===== src/rtl/imm_chunker_if.sv =====
// Handshake bundle for imm_chunker: constant input side plus chunk output side.
// master = constant source / chunk consumer, slave = the encoder.
interface imm_chunker_if;
  logic       in_valid;
  logic       in_ready;
  logic [7:0] in_data;
  logic       out_valid;
  logic       out_ready;
  logic [2:0] out_chunk;
  logic       out_first;
  logic       out_last;
  logic [1:0] out_count;

  modport master (
    output in_valid, in_data, out_ready,
    input  in_ready, out_valid, out_chunk, out_first, out_last, out_count
  );

  modport slave (
    input  in_valid, in_data, out_ready,
    output in_ready, out_valid, out_chunk, out_first, out_last, out_count
  );
endinterface


===== src/rtl/imm_chunker.sv =====
// Splits an 8-bit signed constant into the minimal MS-first sequence of 3-bit
// chunks that sign-extend-then-shift-append reconstructs.
module imm_chunker (
  input  logic        clk,
  input  logic        reset_n,
  imm_chunker_if.slave bus
);
  typedef enum logic {IDLE, EMIT} state_t;

  state_t     state, state_n;
  logic [8:0] x, x_n;
  logic [1:0] n, n_n;
  logic [1:0] idx, idx_n;
  logic [1:0] n_calc;
  logic [1:0] sel;
  logic       emit;
  logic       last;
  logic       in_fire;
  logic       out_fire;

  // -4..3 needs bits 7:2 all equal, -32..31 needs bits 7:5 all equal
  always_comb begin
    if (&bus.in_data[7:2] || ~|bus.in_data[7:2])
      n_calc = 2'd1;
    else if (&bus.in_data[7:5] || ~|bus.in_data[7:5])
      n_calc = 2'd2;
    else
      n_calc = 2'd3;
  end

  assign emit     = (state == EMIT);
  assign last     = emit && (idx == n - 2'd1);
  assign out_fire = emit && bus.out_ready;
  assign in_fire  = bus.in_valid && bus.in_ready;
  assign sel      = n - idx - 2'd1;

  assign bus.in_ready  = (state == IDLE) || (out_fire && last);
  assign bus.out_valid = emit;
  assign bus.out_first = emit && (idx == 2'd0);
  assign bus.out_last  = last;
  assign bus.out_count = n;

  always_comb begin
    case (sel)
      2'd2:    bus.out_chunk = x[8:6];
      2'd1:    bus.out_chunk = x[5:3];
      default: bus.out_chunk = x[2:0];
    endcase
  end

  always_comb begin
    state_n = state;
    x_n     = x;
    n_n     = n;
    idx_n   = idx;
    // a new capture overrides the return to IDLE on a last-chunk handshake
    if (in_fire) begin
      state_n = EMIT;
      x_n     = {bus.in_data[7], bus.in_data};
      n_n     = n_calc;
      idx_n   = 2'd0;
    end else if (out_fire) begin
      if (last) begin
        state_n = IDLE;
        idx_n   = 2'd0;
      end else begin
        idx_n   = idx + 2'd1;
      end
    end
  end

  always_ff @(posedge clk or negedge reset_n) begin
    if (!reset_n) begin
      state <= IDLE;
      x     <= '0;
      n     <= 2'd1;
      idx   <= '0;
    end else begin
      state <= state_n;
      x     <= x_n;
      n     <= n_n;
      idx   <= idx_n;
    end
  end
endmodule


===== src/flat_wrapper.sv =====
// flat-port wrapper written by rule: the top's interface ports become plain ports
module imm_chunker_flat 
  (clk, reset_n, bus_in_valid, bus_in_data, bus_out_ready, bus_in_ready, bus_out_valid, bus_out_chunk, bus_out_first, bus_out_last, bus_out_count);
  imm_chunker_if bus_i ();
  input  logic clk;
  input  logic reset_n;
  input wire logic [$bits(bus_i.in_valid)-1:0] bus_in_valid;
  input wire logic [$bits(bus_i.in_data)-1:0] bus_in_data;
  input wire logic [$bits(bus_i.out_ready)-1:0] bus_out_ready;
  output wire logic [$bits(bus_i.in_ready)-1:0] bus_in_ready;
  output wire logic [$bits(bus_i.out_valid)-1:0] bus_out_valid;
  output wire logic [$bits(bus_i.out_chunk)-1:0] bus_out_chunk;
  output wire logic [$bits(bus_i.out_first)-1:0] bus_out_first;
  output wire logic [$bits(bus_i.out_last)-1:0] bus_out_last;
  output wire logic [$bits(bus_i.out_count)-1:0] bus_out_count;
  assign bus_i.in_valid = bus_in_valid;
  assign bus_i.in_data = bus_in_data;
  assign bus_i.out_ready = bus_out_ready;
  assign bus_in_ready = bus_i.in_ready;
  assign bus_out_valid = bus_i.out_valid;
  assign bus_out_chunk = bus_i.out_chunk;
  assign bus_out_first = bus_i.out_first;
  assign bus_out_last = bus_i.out_last;
  assign bus_out_count = bus_i.out_count;
  imm_chunker u_core (.clk(clk), .reset_n(reset_n), .bus(bus_i));
endmodule

===== config.mk =====
export PLATFORM = sky130hd
export DESIGN_NAME = imm_chunker_flat
export DESIGN_NICKNAME = d
export VERILOG_FILES = /design/src/rtl/imm_chunker_if.sv /design/src/rtl/imm_chunker.sv /design/src/flat_wrapper.sv
export SDC_FILE = /design/constraint.sdc
export NUM_CORES = 1
export LEC_CHECK = 0
export ABC_AREA = 1
export CAP_MARGIN = 15
export CORE_MARGIN = 2
export CORE_UTILIZATION = 50
export DETAILED_ROUTE_END_ITERATION = 7
export MAX_ROUTING_LAYER = met4
export PLACE_DENSITY_LB_ADDON = 0.08
export SLEW_MARGIN = 20
export SYNTH_ARGS = -nofsm -noshare
export SYNTH_HDL_FRONTEND = slang
export SYNTH_SLANG_ARGS = --single-unit

===== constraint.sdc =====
create_clock -name clk -period 4.8 [get_ports clk]
set_clock_uncertainty 0.1 [all_clocks]
set_input_delay 0.96 -clock clk [delete_from_list [all_inputs] [get_ports clk]]
set_output_delay 0.96 -clock clk [all_outputs]
set_load 0.05 [all_outputs]

==> flow_summary.yaml, run 1 <==
layout:
  fill_cells: 151
  drive_above_1_share_pct: 6.870
  finalNetCount: 148
  insertedDiodeCount: 0
  area_growth_pct: 27.05
routing:
  routed.top_layer: "met4"
  wl_met3_um: 51
  wl_met1_um: 824
  drt_pass1_iterations: 2
  drt-total-wl_um: 1621
  wl_met2_um: 720
  viasPerCell: 5.068
  ant_nets: 0
  drcViolationCount: 0
  vias: 745
  drt_iter0_drc: 6
  post_drt_wl_per_cell_um: 11.03
worst_setup_path:
  cp.required_ns: 3.74
  critPathArrivalTime_ns: 2.54
  reg2reg_from: "u_core.bus.out_count[0]"
  start_kind: "flip-flop"
  cp-end-kind: "primary output"
  r2r_end: "u_core.x[6]"
  crit_fanout: 5
  path_class: "reg -> out"
  rr_worst_depth: 7
  worst-r2r-setup-slack_ns: 2.83
clock_network:
  clk_pin_slew_ns: 0.08
  cts_num_sinks: 13
  cts_buffers: 3
  cts_resized: 0
  clk_latency_ns: 0.28
  cts_tree: "built"
  clockRootBuffer: "clkbuf_4"
  clockBufferDepth: 2
  cts_max_level: 1
  cts_setup_buffers: 0
  cts_hold_buffers: 0
yosys:
  yosysTopAreaCellShare_pct: 37.09
  syn_avg_cell_area_um2: 7.293
  netlist_instances: 111
  syn_area_um2: 809.5
  ys_seq_area_share_pct: 40.34
  synth_edf_count: 0
  yosysMostFrequentCell: "nand2_1"
  synth_common_cells: "nand2_1 (41), dfrtp_1 (12), inv_1 (12), nand4_1 (10), nor2_1 (8)"
  synth_warnings: 0
  synthFlopType: "dfrtp_1"
  ys_top_cells_by_area: "dfrtp_1 (37%), nand2_1 (19%), nand4_1 (7.7%), ha_1 (6.2%), inv_1 (5.6%)"
  synth_cell_types: 21
  synthArstFlopShare_pct: 100.0
  ys_ff_latch: 13
  yosysTopAreaCell: "dfrtp_1"
  syn_nets: 127
global_routing:
  grt_usage_pct: 19.54
  grt_pass1_vias: 671
  antenna_found_initial: 0
  grt_max_degree: 14
  grt_first_pass_wirelength_um: 2732
  grt_overflow: 0
sta:
  tightest_slew_ns: 0.5790
  finalSetupViolations: 0
  max_freq_ghz: 0.2780
  drv_slew: 0
  timing.setup.tns_ns: 0
  fin_crit_sh_pct: 74.93
  finalHoldViolCount: 0
  fin_crit_ns: 3.597
  relSlewSlack_pct: 61.28
  rsz0062_at_grt: "false"
hold_path:
  whs_path_depth: 2
  worstHoldStart: "u_core.x[1]"
  hold_end: "u_core.x[1]"
  min_path_type: "reg -> reg"
die:
  initial_core_util_pct: 53.74
  die-area_um2: 1957
  die_y_um: 44.24
  coreArea_um2: 1506
  dieWidth_um: 44.24
  pin_count: 21
  row_count: 14
placed_design:
  dp_hpwl_um: 1291
  gp_congestion: 0.7607
  port_buffers: 20
run_status:
  status: "complete, no violations"
job:
  drv_cap: 0
[state kept, by name, summed over array words and instances, names as in the netlist]
| register | flops |
|---|---|
| u_core.bus.out_count | 2 |
| u_core.bus.out_valid | 1 |
| u_core.idx | 2 |
| u_core.x | 8 |
[layout make-up]
| cell class | instances | area [um^2] | area share [%] |
|---|---|---|---|
| clock buffer | 4 | 26.28 | 2.555 |
| inverter | 13 | 48.80 | 4.745 |
| multi-input combinational | 81 | 406.6 | 39.54 |
| sequential | 13 | 326.6 | 31.75 |
| tap | 16 | 20.02 | 1.946 |
| timing repair buffer | 20 | 200.2 | 19.46 |
[worst max-delay path, cell delays in order (launching register included)]
cell and delay (ns):
dfstp_2 0.58, ha_1 0.28, inv_1 0.07, ha_1 0.25, inv_1 0.10, nor2_1 0.04, a21oi_1 0.12, clkdlybuf4s50_1 0.81
[worst max path at each step]
| stage | from | endpoint | slack, ns |
|---|---|---|---|
| 4_1_cts | u_core.bus.out_count[0] | bus_out_chunk[0] | 1.19 |
| 3_3_place_gp | bus_out_ready | bus_in_ready | 1.24 |
| 6_report | u_core.bus.out_count[0] | bus_out_chunk[0] | 1.20 |
| 2_1_floorplan | u_core.bus.out_count[0] | bus_in_ready | 1.36 |
| 5_1_grt | u_core.bus.out_count[1] | bus_out_chunk[1] | 1.05 |
| 3_5_place_dp | bus_out_ready | bus_in_ready | 1.20 |
[layout by cell type, fill, tap and decap left out]
cell type,n
nand2_1,41
clkdlybuf4s50_1,20
inv_1,12
dfrtp_1,12
nand4_1,10
nor2_1,8
a21oi_1,5
nand3_1,4
ha_1,4
clkbuf_4,3
nand3_2,2
o21ai_0,2
inv_2,1
xnor2_1,1
nand3b_1,1
nor2_2,1
nand2_2,1
and2_1,1
clkbuf_1,1
dfstp_2,1
[cell families after synthesis]
kind of cell	count (synthesis)	synth area share, %
AO/OA/AOI/OAI	7	4.327
adder cells (fa/ha/maj)	4	6.183
AND/OR/NAND/NOR	69	38.64
buffers and inverters	17	9.426
flip-flops	13	40.34
XOR/XNOR	1	1.082
[per-stage QoR]
stage          cells  cell area, um^2  utilization [%]  hold WS (ns)  worst slack, ns
3_3_place_gp     143             1002            66.53        0.3611            1.245
4_1_cts          147             1028            68.27        0.3816            1.194
5_1_grt          147             1028            68.27        0.4136            1.046
6_report         147             1028            68.27        0.3778            1.203
2_1_floorplan    111            809.5                -        0.3417            1.358
3_5_place_dp     143             1002            66.53        0.3613            1.202
[per-layer routing]
metal / GRT usage, % / vias to the layer above
li1: - / 398
met1: 25.53 / 328
met2: 31.18 / 15
met3: 2.449 / 4
met4: 7.273 / 0
met5: - / -
Power of run 1 is not shown: default switching activity piles up to over one toggle a cycle in this logic, so the estimate is an artifact.
==> run 2, diff against run 1 <==
--- a/config.mk
+++ b/config.mk
@@ -8,7 +8,7 @@
 export ABC_AREA = 1
 export CAP_MARGIN = 15
 export CORE_MARGIN = 2
-export CORE_UTILIZATION = 50
+export CORE_UTILIZATION = 47
 export DETAILED_ROUTE_END_ITERATION = 7
 export MAX_ROUTING_LAYER = met4
 export PLACE_DENSITY_LB_ADDON = 0.08
==> constraint.sdc (replaced) <==
create_clock -name clk -period 3.45 [get_ports clk]
set_clock_uncertainty 0.1 [all_clocks]
set_input_delay 0.69 -clock clk [delete_from_list [all_inputs] [get_ports clk]]
set_output_delay 0.69 -clock clk [all_outputs]
set_load 0.05 [all_outputs]
==> flow_summary.yaml, run 2 (synthesized netlist as in run 1, its figures left out) <==
sta:
  fin_crit_ns: 3.320
  timing.setup.tns_ns: 0
  rsz0062_at_grt: "false"
  relSlewSlack_pct: 62.82
  fin_crit_sh_pct: 96.22
  drv_slew: 0
  finalHoldViolCount: 0
  finalSetupViolations: 0
  max_freq_ghz: 0.3012
  tightest_slew_ns: 0.5559
die:
  dieWidth_um: 45.50
  pin_count: 21
  initial_core_util_pct: 51.93
  die_y_um: 45.50
  die-area_um2: 2070
  coreArea_um2: 1559
  row_count: 14
clock_network:
  cts_max_level: 1
  clockRootBuffer: "clkbuf_4"
  clockBufferDepth: 2
  cts_tree: "built"
  cts_buffers: 3
  cts_num_sinks: 13
  clk_latency_ns: 0.27
  clk_pin_slew_ns: 0.08
layout:
  fill_cells: 156
  largest_register_ffs: 8
  most-common-layout-cells: "nand2_1 (41), clkdlybuf4s50_1 (18), inv_1 (12), dfrtp_1 (12), nand4_1 (10)"
  final_cells: 147
  area_growth_pct: 27.67
  finalNetCount: 148
  final_common_cell: "nand2_1"
  insertedDiodeCount: 0
  drive_above_1_share_pct: 6.870
  largest_register: "u_core.x"
placed_design:
  gp_congestion: 0.7956
  dpl.cell_count: 143
  dp_hpwl_um: 1338
  port_buffers: 20
worst_setup_path:
  rr_worst_depth: 7
  reg2reg_from: "u_core.bus.out_count[0]"
  max_stage_delay_ns: 0.81
  start_kind: "flip-flop"
  r2r_end: "u_core.x[4]"
  worst-r2r-setup-slack_ns: 1.50
  critPathArrivalTime_ns: 2.53
  path_class: "reg -> out"
  crit_path_top_delay_cell: "clkdlybuf4s50_1"
  crit_fanout: 5
  crit_chain: "ha_1 -> inv_1 -> ha_1 -> inv_1 -> nor2_1 -> a21oi_1 -> clkdlybuf4s50_1"
  cp.required_ns: 2.66
  cp-end-kind: "primary output"
global_routing:
  grt_max_degree: 14
  antenna_found_initial: 0
  grt_pass1_vias: 749
  grt_usage_pct: 20.96
  grt_overflow: 0
  grt_first_pass_wirelength_um: 3056
routing:
  drt_pass1_iterations: 5
  drt-total-wl_um: 1707
  ant_nets: 0
  viasPerCell: 5.293
  vias: 778
  post_drt_wl_per_cell_um: 11.61
  drt_iter0_drc: 26
  drcViolationCount: 0
job:
  drv_cap: 0
hold_path:
  min_path_type: "reg -> reg"
  worstHoldStart: "u_core.x[5]"
  hold_end: "u_core.x[5]"
  whs_path_depth: 2
run_status:
  status: "complete, no violations"
-- run 2: repair_timing --
| action | 4_1_cts | 5_1_grt |
|---|---|---|
| resized for setup | 0 | 2 |
| setup buffers | 0 | 0 |
| setup endpoints to repair | 0 | 2 |
| hold buffers | 0 | 0 |
-- run 2: through the flow --
stage	cell area [um^2]	worst slack (ns)	utilization, %	hold WS, ns
after floorplan	809.5	0.2776	-	0.2944
after global routing	1033	0.006202	66.29	0.3981
final	1033	0.1303	66.29	0.3819
after detailed placement	1002	0.4108	64.29	0.3673
after CTS	1028	0.1059	65.97	0.3863
after global placement	1002	0.4327	64.29	0.3634
-- run 2: worst max-delay path by stage --
stage / cells past startpoint / to / startpoint
CTS: 7 / bus_out_chunk[2] / u_core.bus.out_count[0]
global placement: 4 / bus_in_ready / bus_out_ready
detailed placement: 7 / bus_out_chunk[2] / u_core.bus.out_count[0]
floorplan: 4 / bus_in_ready / u_core.bus.out_count[0]
global route: 7 / bus_out_chunk[0] / u_core.bus.out_count[0]
finish: 7 / bus_out_chunk[0] / u_core.bus.out_count[0]
-- run 2: layout make-up --
cell class	count	area (um^2)	area share, %
Inverter	13	48.80	4.722
Sequential cell	13	326.6	31.60
Tap cell	16	20.02	1.937
Timing Repair Buffer	20	205.2	19.85
Clock buffer	4	26.28	2.542
Multi-Input combinational cell	81	406.6	39.35
-- run 2: per-layer routing --
layer / track usage, % / share of wire, % / vias up
li1: - / - / 395
met1: 28.32 / 48 / 350
met2: 32.68 / 46 / 31
met3: 2.381 / 5.4 / 2
met4: 7.059 / 0.70 / 0
met5: - / 0 / -
-- run 2: critical path, delay by kind of cell (launching register included) --
kind                     cells  cell delay [ns]
buffers and inverters        3             1.00
flip-flops                   1             0.59
adder cells (fa/ha/maj)      2             0.53
AO/OA/AOI/OAI                1             0.10
AND/OR/NAND/NOR              1             0.05
Power of run 2 is left out for the same reason.
